$ cat src/rtl/nibble_add_sequencer.sv
// rtl/nibble_add_sequencer.sv - wide add/subtract by stepping a shared 4-bit adder one nibble per clock
// Operands are latched on START, B is pre-inverted for subtract, and the carry is chained through a register.
module nibble_add_sequencer #(
  parameter int NIBBLES = 4
) (
  input  logic                   CLOCK_50,
  input  logic                   RESETn,
  input  logic                   START,
  input  logic                   SUB,
  input  logic                   CIN,
  input  logic [4*NIBBLES-1:0]   OP_A,
  input  logic [4*NIBBLES-1:0]   OP_B,
  output logic [3:0]             ADD_A,
  output logic [3:0]             ADD_B,
  output logic                   ADD_CIN,
  input  logic [3:0]             ADD_SUM,
  input  logic                   ADD_COUT,
  output logic                   BUSY,
  output logic                   DONE,
  output logic [4*NIBBLES-1:0]   RESULT,
  output logic                   COUT,
  output logic                   OVF
);

  localparam int W  = 4 * NIBBLES;
  localparam int IW = $clog2(NIBBLES) + 1;

  localparam logic [1:0] S_IDLE   = 2'd0;
  localparam logic [1:0] S_RUN    = 2'd1;
  localparam logic [1:0] S_FINISH = 2'd2;

  logic [1:0]    state;
  logic [IW-1:0] idx;
  logic [W-1:0]  a_reg;
  logic [W-1:0]  b_reg;
  logic          carry;
  logic [3:0]    a_nib;
  logic [3:0]    b_nib;
  logic          last;

  // Nibble select decoded from registered index only, so the adder path stays loop-free.
  always_comb begin
    a_nib = 4'd0;
    b_nib = 4'd0;
    for (int n = 0; n < NIBBLES; n++) begin
      if (idx == IW'(n)) begin
        a_nib = a_reg[4*n +: 4];
        b_nib = b_reg[4*n +: 4];
      end
    end
  end

  assign last    = (idx == IW'(NIBBLES - 1));
  assign ADD_A   = (state == S_RUN) ? a_nib : 4'd0;
  assign ADD_B   = (state == S_RUN) ? b_nib : 4'd0;
  assign ADD_CIN = (state == S_RUN) & carry;
  assign BUSY    = (state == S_RUN);
  assign DONE    = (state == S_FINISH);

  always_ff @(posedge CLOCK_50 or negedge RESETn) begin
    if (!RESETn) begin
      state  <= S_IDLE;
      idx    <= '0;
      a_reg  <= '0;
      b_reg  <= '0;
      carry  <= 1'b0;
      RESULT <= '0;
      COUT   <= 1'b0;
      OVF    <= 1'b0;
    end else begin
      case (state)
        S_IDLE: begin
          if (START) begin
            a_reg <= OP_A;
            b_reg <= SUB ? ~OP_B : OP_B;
            carry <= SUB | CIN;
            idx   <= '0;
            state <= S_RUN;
          end
        end
        S_RUN: begin
          for (int n = 0; n < NIBBLES; n++) begin
            if (idx == IW'(n)) RESULT[4*n +: 4] <= ADD_SUM;
          end
          carry <= ADD_COUT;
          if (last) begin
            // Top nibble's sum bit 3 is the result sign; B here is already the effective operand.
            COUT  <= ADD_COUT;
            OVF   <= (a_reg[W-1] == b_reg[W-1]) && (ADD_SUM[3] != a_reg[W-1]);
            state <= S_FINISH;
          end else begin
            idx <= idx + 1'b1;
          end
        end
        S_FINISH: state <= S_IDLE;
        default:  state <= S_IDLE;
      endcase
    end
  end

endmodule

$ cat config.mk
export PLATFORM = sky130hd
export DESIGN_NAME = nibble_add_sequencer
export DESIGN_NICKNAME = d
export VERILOG_FILES = /design/src/rtl/nibble_add_sequencer.sv
export SDC_FILE = /design/constraint.sdc
export NUM_CORES = 1
export LEC_CHECK = 0
export ABC_AREA = 0
export CAP_MARGIN = 40
export CORE_AREA = 5 5 72 74
export DETAILED_ROUTE_END_ITERATION = 16
export DIE_AREA = 0 0 77 79
export DONT_BUFFER_PORTS = 1
export GPL_TIMING_DRIVEN = 0
export MAX_ROUTING_LAYER = met4
export PLACE_DENSITY = 0.74
export SLEW_MARGIN = 40
export SYNTH_ARGS = -nofsm -noshare
export SYNTH_HDL_FRONTEND = slang
export SYNTH_SLANG_ARGS = --single-unit
$ cat constraint.sdc
create_clock -name CLOCK_50 -period 4.1 [get_ports CLOCK_50]
set_input_delay 1.23 -clock CLOCK_50 [delete_from_list [all_inputs] [get_ports CLOCK_50]]
set_output_delay 1.23 -clock CLOCK_50 [all_outputs]
set_load 0.05 [all_outputs]
# Word level (Yosys, flattened, before mapping)
# Index checks and enable logic that the tools add are counted.
# classes
add_sub_neg	1
eq_ne	10
muxes	19
n_bitwise	3
reduce_logical	12
# op_table
operator	count
$mux 4	10
$mux 16	1
$not 16->16	1
$reduce_and 2->1	7
$eq 3x2->1 const B	2
$mux 3	2
$pmux 3 s2	1
$mux 2	2
$ne 2x2->1 const B	2
$pmux 2 s2	1
$add 3x1->3 const B	1
$eq 3x1->1 const B	1
$logic_not 3->1	1
$reduce_and 3->1	1
$eq 2x1->1 const B	1
$eq 2x2->1 const B	1
$logic_not 2->1	1
$ne 2x1->1 const B	1
$pmux 1 s2	1
$reduce_bool 2->1	1
$and 1x1->1	1
$eq 1x1->1	1
$logic_and 1x1->1	1
$mux 1	1
2 further kinds	2
# totals
ff_bits	56
input_bits	42
out_inout_bits	29
elab_cells	56

# Depth between registers and ports, before layout
# Gate-level depths: netlist of run 1.
# depth
ltp_word	6
ltp_mapped	7
ltp_nobuf	5

# Worst setup path after synthesis of run 1
# Ideal clock, no wire load.
# synth_timing
kind	reg-to-output
start	register idx[0]
end	output ADD_A[0]
arrival_ps	2055
slack_ps	815
stages_incl_launch_ff	6
cell_sequence	dfrtp_1 ha_1 ha_1 nor4b_2 o21ai_0 o21ai_1
# synth_between
elab_chain_len	6
# synth_lines
element	line	source
start: declaration	33	logic [IW-1:0] idx;
start signal: assignment	92	idx <= idx + 1'b1;
$logic_not 3->1	46	if (idx == IW'(n)) begin
$mux 4 (3 in a row)	46	
$mux 4 (*)	46	
$mux 4 (*)	54	assign ADD_A = (state == S_RUN) ? a_nib : 4'd0;
end: declaration	13	output logic [3:0] ADD_A,
# Mark *: on every way between the ends. The rest lies on a longest branch, timed or not.

# Worst setup path in the final report of run 1
# layout_timing
start	register idx[0]
end	output ADD_A[3]
# The elaborated chain is that of the path after synthesis.

==> results of run 1 <==
## worst paths after layout
check                      slack, ns        end  startpoint
setup / recovery                0.30   ADD_A[3]      idx[0]
hold / removal                  0.51   a_reg[8]    a_reg[8]
setup reg to reg                2.13  RESULT[3]    state[0]
hold reg to reg                 0.51   a_reg[8]    a_reg[8]
max in group asynchronous       3.41   a_reg[9]      RESETn
min in group asynchronous       0.61   b_reg[0]      RESETn
## through the flow
stage / setup slack (ns) / cell area [um^2]
floorplan: 0.815 / 2570
global placement: 0.400 / 2640
detailed placement: 0.625 / 2670
CTS: 0.278 / 2780
global route: 0.0984 / 2780
finish: 0.297 / 2780
## cell usage after synthesis, types with 4 or more instances
| library cell | number | share of area [%] |
|---|---|---|
| nand2_1 | 8 | 1.2 |
| mux2_1 | 17 | 7.5 |
| a21oi_1 | 18 | 3.5 |
| buf_2 | 10 | 1.9 |
| ha_1 | 5 | 2.4 |
| a221oi_1 | 8 | 2.7 |
| dfrtp_1 | 56 | 55 |
| mux2_2 | 16 | 7.0 |
| o21ai_0 | 10 | 1.9 |
| inv_1 | 4 | 0.58 |
| xnor2_1 | 16 | 5.5 |
| o21ai_1 | 9 | 1.8 |
| nor2_1 | 20 | 2.9 |
## cell families (layout without fill, tap and decap cells)
logic type,after synthesis,count (layout),share of synthesized area [%]
AND/OR/NAND/NOR,42,42,8.48
multiplexers,34,34,14.9
AO/OA/AOI/OAI,48,48,10.8
adder cells (fa/ha/maj),5,5,2.44
flip-flops,56,56,54.6
buffers and inverters,19,27,3.41
XOR/XNOR,16,16,5.46
## metal layers
| metal | global-route usage (%) | wire length, um | vias up |
|---|---|---|---|
| met5 | - | 0 | - |
| met2 | 29.9 | 2490 | 53 |
| met4 | 5.84 | 90 | 0 |
| met3 | 5.44 | 367 | 7 |
| li1 | - | - | 774 |
| met1 | 22.6 | 2230 | 794 |
## final cells by class
type | count | area, um^2
Fill cell | 381 | 1760
Clock buffer | 6 | 72.6
Buffer | 15 | 72.6
Tap cell | 54 | 67.6
Multi-Input combinational cell | 145 | 1110
Clock inverter | 2 | 35.0
Sequential cell | 56 | 1400
Inverter | 4 | 15.0
## critical path: stages (launching register included)
cell	delay, ns
dfrtp_1	0.43
ha_1	0.22
ha_1	0.21
nor4b_2	0.62
o21ai_0	0.25
o21ai_2	0.53
==> summary.md, run 1 <==
| Metric | Value |
|---|---|
| Number of design rule violations left after detail routing | `0` |
| Dominant register cell in the synthesized netlist | `dfrtp_1` |
| Number of design-rule violations left by the first detailed-router iteration | `59` |
| Total of cells resized after clock tree synthesis | `0` |
| Synth Cell Area | `2570 um^2` |
| Total via count after detailed routing | `1628` |
| Total Die Area | `6080 um^2` |
| Total nets after synthesis | `267` |
| Num CTS Buffers | `5` |
| Maximum number of pins on one net before global-route repair | `57` |
| Kind of start point of the critical path | `flop` |
| GR Util All Layers | `18.5%` |
| Initial antenna violation count | `0` |
| Post-route core utilization | `61.2%` |
| Most common library cell in the layout ignoring fill and taps | `dfrtp_1` |
| Critical path start-end classification | `reg2out` |
| Placer Congestion | `0.813` |
| Outcome | `finished clean` |
| Capturing element type of the critical path | `primary output` |
| Final Critical Period | `3.80 ns` |
| Floorplan row count | `25` |
| Final Skew | `0.00586 ns` |
| Average via count per standard cell | `5.77` |
| Cell count of the worst reg-to-reg path | `4` |
| Worst-case headroom to the max-slew limit | `52.0%` |
| Synthesis-to-finish area growth | `8.09%` |
| Number of antenna cells inserted | `0` |
| Initial standard-cell utilization of the core | `56.6%` |
| Number of primary I/O pins | `71` |
| Highest-count cells in the layout ignoring fill and taps | `dfrtp_1 (56), nor2_1 (20), a21oi_1 (18)` |
| Final Cycle Share | `92.8%` |
| Clock transition at the registers of the reported paths | `0.09 ns` |
| Number of maximum-capacitance violations | `0` |
| Clock tree root driver cell | `clkbuf_8` |
| Hold Buf Count CTS | `0` |
| Final setup violation count | `0` |
| Router iterations before antenna repair | `4` |
| Worst Max-Slew Pin Slew | `0.719 ns` |
| Clock sink count | `56` |
| Cell count after synthesis | `220` |
| Worst endpoint data arrival time | `2.57 ns` |
| Hold Violations, Final | `0` |
| Largest fanout on the critical path | `8` |
| CTS tree | `done` |
| Final #Nets | `274` |
| Setup repair after global routing missed its margin | `no` |
| Crit path required time | `2.87 ns` |
| Grt ovf | `0` |
| Slew Viols, Final | `0` |
| Number of warning messages in the yosys log | `0` |
| Number of flops mapped to enable cells by yosys | `0` |
| Routed len/inst | `18.4 um` |
| Ys async rst share | `100%` |
| Port buffer count | `0` |
| Summed negative setup slack over all endpoints | `0 ns` |
| Sequential cell area fraction in the yosys report | `54.6%` |
| Mean instance size in the synthesized netlist | `11.7 um^2` |
| HPWL after detailed placement | `3800 um` |
| Unique masters post-synth | `28` |
| H-Tree Level Count | `2` |
| Count of placed standard cells in the final layout, fillers left out | `282` |
| Count of cells along the worst hold path | `1` |
| Vertical extent of the die | `79 um` |
| Antenna violation net count after detailed routing | `0` |
| # placed instances | `274` |
| Vias in the first global route | `1736` |
| Fraction of layout cells with a size suffix above 1 | `20.2%` |
| FF+latch count, synth | `56` |
| Later-pin clock latency in the skew report | `0.31 ns` |
| Wire length of the first global-routing pass | `8560 um` |
| Post-Route WL | `5180 um` |
| Clock buffer depth | `2` |
| Setup Fix Bufs, Post-CTS | `0` |
| Worst min path class | `reg2reg` |
| Floorplan core area | `4540 um^2` |
| Max frequency | `263 MHz` |
| Worst hold margin | `0.509 ns` |
| Overall die width | `77 um` |
Power of run 1 is left out: the tool's default activity adds up to more than one toggle a clock period on the data nets, which glitch-free logic cannot reach.
==> inputs of run 2 (changes only) <==
==> constraint.sdc (replaced) <==
create_clock -name CLOCK_50 -period 4.1 [get_ports CLOCK_50]
set_input_delay 0.41 -clock CLOCK_50 [delete_from_list [all_inputs] [get_ports CLOCK_50]]
set_output_delay 0.41 -clock CLOCK_50 [all_outputs]
set_load 0.05 [all_outputs]
==> summary.md, run 2 (same netlist as run 1, synthesis figures left out) <==
| Metric | Value |
|---|---|
| Outcome | `finished clean` |
| Synthesis-to-finish area growth | `9.55%` |
| Post-placement worst setup slack | `1.44 ns (+0.820 ns)` |
| Fraction of layout cells with a size suffix above 1 | `20.4% (+0.26 points)` |
| Final Skew | `0.00369 ns (-0.00217 ns)` |
| Finished Cell Area | `2810 um^2 (+1.4%)` |
| Kind of start point of the critical path | `flop` |
| Number of design rule violations left after detail routing | `0 (unchanged)` |
| Clock transition at the registers of the reported paths | `0.09 ns (about the same)` |
| Vertical extent of the die | `79 um (unchanged)` |
| Number of maximum-capacitance violations | `0 (unchanged)` |
| Worst-case headroom to the max-slew limit | `51.6% (-0.34 points)` |
| Number of antenna cells inserted | `0 (unchanged)` |
| Floorplan row count | `25 (unchanged)` |
| Clock buffer depth | `2 (unchanged)` |
| Total of cells resized after clock tree synthesis | `0 (unchanged)` |
| Grt ovf | `0 (unchanged)` |
| Final #Nets | `276 (+0.73%)` |
| Slew Viols, Final | `0 (unchanged)` |
| Max frequency | `334 MHz (+27%)` |
| Final Cycle Share | `72.9% (-20 points)` |
| Total via count after detailed routing | `1622 (-0.37%)` |
| Final setup violation count | `0 (unchanged)` |
| Worst min path class | `in2reg` |
| GR Util All Layers | `18.5% (+0.025 points)` |
| Wire length of the first global-routing pass | `8590 um (+0.33%)` |
| Later-pin clock latency in the skew report | `0.31 ns (about the same)` |
| Hold Violations, Final | `0 (unchanged)` |
| Total Die Area | `6080 um^2 (unchanged)` |
| Capturing element type of the critical path | `primary output` |
| Maximum number of pins on one net before global-route repair | `57 (unchanged)` |
| Largest fanout on the critical path | `8 (unchanged)` |
| Number of primary I/O pins | `71 (unchanged)` |
| Worst endpoint data arrival time | `2.58 ns (about the same)` |
| Number of design-rule violations left by the first detailed-router iteration | `76 (+29%)` |
| Placer Congestion | `0.813 (unchanged)` |
| Highest-count cells in the layout ignoring fill and taps | `dfrtp_1 (56), nor2_1 (20), a21oi_1 (18)` |
| Most common library cell in the layout ignoring fill and taps | `dfrtp_1` |
| Overall die width | `77 um (unchanged)` |
| Final Critical Period | `2.99 ns (-0.813 ns)` |
| Filler cell count in the final layout | `379 (-0.52%)` |
| Clock tree root driver cell | `clkbuf_8` |
| Placed cell area | `2670 um^2 (unchanged)` |
| Setup Fix Bufs, Post-CTS | `0 (unchanged)` |
| Clock sink count | `56 (unchanged)` |
| Routed len/inst | `18.2 um (-1.1%)` |
| H-Tree Level Count | `2 (unchanged)` |
| Average via count per standard cell | `5.71 (-1.1%)` |
| Antenna violation net count after detailed routing | `0 (unchanged)` |
| Summed negative setup slack over all endpoints | `0 ns (unchanged)` |
| Post-Route WL | `5160 um (-0.44%)` |
| Router iterations before antenna repair | `4 (unchanged)` |
| Num CTS Buffers | `5 (unchanged)` |
| Initial antenna violation count | `0 (unchanged)` |
| Worst Max-Slew Pin Slew | `0.724 ns (+0.00512 ns)` |
| Final critical-path setup slack | `1.11 ns (+0.813 ns)` |
| Port buffer count | `0 (unchanged)` |
| Setup repair after global routing missed its margin | `no` |
| Crit path required time | `3.69 ns (+0.82 ns)` |
| Critical path start-end classification | `reg2out` |
| HPWL after detailed placement | `3800 um (unchanged)` |
| Vias in the first global route | `1744 (+0.46%)` |
| Initial standard-cell utilization of the core | `56.6% (unchanged)` |
| CTS tree | `done` |
| Floorplan core area | `4540 um^2 (unchanged)` |
run 2: cell types whose count changed in the layout (fill, tap and decap cells not counted), sizes merged:
| cell | previous run | this run |
|---|---|---|
| buf | 12 | 13 |
| dlygate4sd3 | 0 | 1 |
run 2: worst paths after layout:
path | start | endpoint | slack (ns) | cells after the start
max | idx[0] | ADD_A[3] | 1.11 | 5
min | ADD_SUM[1] | RESULT[1] | 0.23 | 1
max reg2reg | state[0] | RESULT[3] | 2.13 | 4
min reg2reg | a_reg[8] | a_reg[8] | 0.51 | 1
max in group asynchronous | RESETn | a_reg[15] | 3.26 | 2
min in group asynchronous | RESETn | RESULT[13] | 0.62 | 2
run 2: per-layer routing:
metal,up-vias,routed length (um),track usage [%]
li1,776,-,-
met1,788,2220,22.8
met2,52,2510,30.1
met3,6,362,5.33
met4,0,63,5.15
met5,-,0,-
run 2: metrics by stage:
stage	hold slack, ns	std cells	utilization, %
floorplan	0.114	220	-
global placement	0.117	274	58.1
detailed placement	0.117	274	58.8
CTS	0.226	284	62.0
global route	0.218	284	62.0
finish	0.230	284	62.0
run 2: layout make-up:
class / count / area, um^2 / share of cell area [%]
Buffer: 15 / 72.6 / 2.58
Clock inverter: 2 / 35.0 / 1.25
Multi-Input combinational cell: 145 / 1110 / 39.5
Inverter: 4 / 15.0 / 0.534
Tap cell: 54 / 67.6 / 2.40
Sequential cell: 56 / 1400 / 49.8
Clock buffer: 6 / 72.6 / 2.58
Timing Repair Buffer: 2 / 37.5 / 1.33
run 2: repair_timing:
item	4_1_cts	5_1_grt
hold endpoints to repair	56	0
endpoints found under the setup margin	0	0
hold buffers	2	0
run 2: critical path: stages (launching register included):
cell     delay [ns]
dfrtp_1        0.43
ha_1           0.22
ha_1           0.21
nor4b_2        0.62
o21ai_0        0.25
o21ai_2        0.53
Power of run 2 is left out for the same reason.
==> inputs of run 3 (changes only) <==
- clock period: 4.1 -> 2.82 ns (I/O delays scaled with it)
==> summary.md, run 3 (same netlist as run 1, synthesis figures left out) <==
| Metric | Value |
|---|---|
| Outcome | `finished clean` |
| Worst endpoint data arrival time | `2.41 ns (-0.17 ns)` |
| Placer Congestion | `0.813 (unchanged)` |
| Endpoint of the worst-slack reg-to-reg timing path | `RESULT[3]` |
| Hold Violations, Final | `0 (unchanged)` |
| Capturing element type of the critical path | `primary output` |
| Worst-case headroom to the max-slew limit | `55.6% (+3.9 points)` |
| Antenna violation net count after detailed routing | `0 (unchanged)` |
| Later-pin clock latency in the skew report | `0.30 ns (about the same)` |
| Largest stage delay on the critical path | `0.54 ns (-0.08 ns)` |
| Clock buffer depth | `2 (unchanged)` |
| Vertical extent of the die | `79 um (unchanged)` |
| Final Skew | `0.00476 ns (+0.00107 ns)` |
| Num CTS Buffers | `5 (unchanged)` |
| Router iterations before antenna repair | `4 (unchanged)` |
| Clock transition at the registers of the reported paths | `0.09 ns (about the same)` |
| Most used cell, CP | `ha_1` |
| Worst Max-Slew Pin Slew | `0.664 ns (-0.0602 ns)` |
| Finished Cell Area | `2830 um^2 (+0.44%)` |
| Worst Hold End | `RESULT[1]` |
| CTS tree | `done` |
| Reg2Reg Launch Point | `state[0]` |
| Most common library cell in the layout ignoring fill and taps | `dfrtp_1` |
| Kind of start point of the critical path | `flop` |
| Average via count per standard cell | `5.76 (+0.85%)` |
| Worst min path class | `in2reg` |
| Total via count after detailed routing | `1630 (+0.49%)` |
| Cell count of the worst reg-to-reg path | `4 (unchanged)` |
| Family with the most delay on the worst path | `compound AO/OA/AOI/OAI gates` |
| HPWL after detailed placement | `3800 um (unchanged)` |
| Placed cell area | `2670 um^2 (unchanged)` |
| Final Critical Period | `2.69 ns` |
| Highest-count cells in the layout ignoring fill and taps | `dfrtp_1 (56), nor2_1 (20), a21oi_1 (18)` |
| Maximum number of pins on one net before global-route repair | `57 (unchanged)` |
| Launch point of the worst hold path | `ADD_SUM[1]` |
| Fraction of layout cells with a size suffix above 1 | `20.5% (+0.089 points)` |
| Overall die width | `77 um (unchanged)` |
| Post-Route WL | `5250 um (+1.9%)` |
| Number of maximum-capacitance violations | `0 (unchanged)` |
| Crit path required time | `2.54 ns (-1.15 ns)` |
| First element of the critical path | `idx[0]` |
| Floorplan row count | `25 (unchanged)` |
| Port buffer count | `0 (unchanged)` |
| Initial standard-cell utilization of the core | `56.6% (unchanged)` |
| Number of primary I/O pins | `71 (unchanged)` |
| Clock tree root driver cell | `clkbuf_8` |
| Vias in the first global route | `1741 (-0.17%)` |
| Synthesis-to-finish area growth | `10.0%` |
| Number of antenna cells inserted | `0 (unchanged)` |
| Count of cells along the worst hold path | `1 (unchanged)` |
| Final setup violation count | `0 (unchanged)` |
| Final #Nets | `275 (-0.36%)` |
| Largest fanout on the critical path | `8 (unchanged)` |
| Floorplan core area | `4540 um^2 (unchanged)` |
| Wire length of the first global-routing pass | `8630 um (+0.41%)` |
| H-Tree Level Count | `2 (unchanged)` |
| Routed len/inst | `18.6 um (+2.3%)` |
| Filler cell count in the final layout | `379 (unchanged)` |
| Number of design-rule violations left by the first detailed-router iteration | `64 (-16%)` |
| Count of buffer and inverter cells on the critical path | `0 (unchanged)` |
| Grt ovf | `0 (unchanged)` |
| Number of design rule violations left after detail routing | `0 (unchanged)` |
| Max frequency | `372 MHz` |
| Clock sink count | `56 (unchanged)` |
| Slew Viols, Final | `0 (unchanged)` |
| Setup Fix Bufs, Post-CTS | `0 (unchanged)` |
| Ordered list of cells on the worst path | `ha_1 > ha_1 > nor4b_4 > o21ai_0 > o21ai_2` |
| Critical path start-end classification | `reg2out` |
| Worst-case register-to-register setup slack | `0.84 ns (-1.29 ns)` |
| Critical-path cell with the highest stage delay | `o21ai_2` |
| Initial antenna violation count | `0 (unchanged)` |
| GR Util All Layers | `18.6% (+0.10 points)` |
| Final Cycle Share | `95.4%` |
| Summed negative setup slack over all endpoints | `0 ns (unchanged)` |
| Total Die Area | `6080 um^2 (unchanged)` |
[run 3: changes by cell type in the layout (fill, tap and decap cells not counted), sizes merged]
cell / change
clkbuf: -1
[run 3: repair_timing]
| action | CTS | global route |
|---|---|---|
| gates resized for setup | 1 | 1 |
| hold endpoints to repair | 56 | 0 |
| hold buffers | 2 | 0 |
| pin swaps | 0 | 8 |
| endpoints found under the setup margin | 8 | 8 |
[run 3: per-stage QoR]
step                setup slack (ns)  utilization [%]  hold slack [ns]  cells
floorplan                      0.483                -          -0.0136    220
global placement              0.0677             58.1          -0.0114    274
detailed placement             0.293             58.8          -0.0113    274
CTS                           0.0911             62.2           0.0979    284
global route                 -0.0118             62.3           0.0902    283
finish                         0.129             62.3            0.107    283
[run 3: how the worst max path moves through the flow]
stage | slack (ns) | cells after the start | to
5_1_grt | -0.01 | 5 | ADD_A[1]
2_1_floorplan | 0.48 | 5 | ADD_A[0]
3_5_place_dp | 0.29 | 5 | ADD_A[3]
3_3_place_gp | 0.07 | 5 | ADD_A[2]
4_1_cts | 0.09 | 7 | ADD_B[0]
6_report | 0.13 | 5 | ADD_A[3]
[run 3: worst reg2reg max path: cells and delay by family, from the launching register on]
kind | cells | cell delay, ns
flip-flops | 1 | 0.51
buffers and inverters | 1 | 0.16
AND/OR/NAND/NOR | 2 | 0.87
multiplexers | 1 | 0.33
[run 3: routing by layer]
layer | wire (um) | share of wire [%] | GRT usage (%) | up-vias
li1 | - | - | - | 775
met1 | 2260 | 43 | 22.7 | 805
met2 | 2630 | 50 | 30.6 | 48
met3 | 343 | 6.5 | 5.33 | 2
met4 | 23 | 0.44 | 5.15 | 0
met5 | 0 | 0 | - | -
[run 3: layout make-up]
class | instances | area, um^2 | area share [%]
sequential | 56 | 1400 | 49.6
inverter | 4 | 15.0 | 0.531
clock buffer | 6 | 72.6 | 2.57
clock inverter | 2 | 35.0 | 1.24
buffer | 14 | 68.8 | 2.44
tap | 54 | 67.6 | 2.39
multi-input combinational | 145 | 1130 | 39.9
timing repair buffer | 2 | 37.5 | 1.33
Power of run 3 is left out for the same reason.
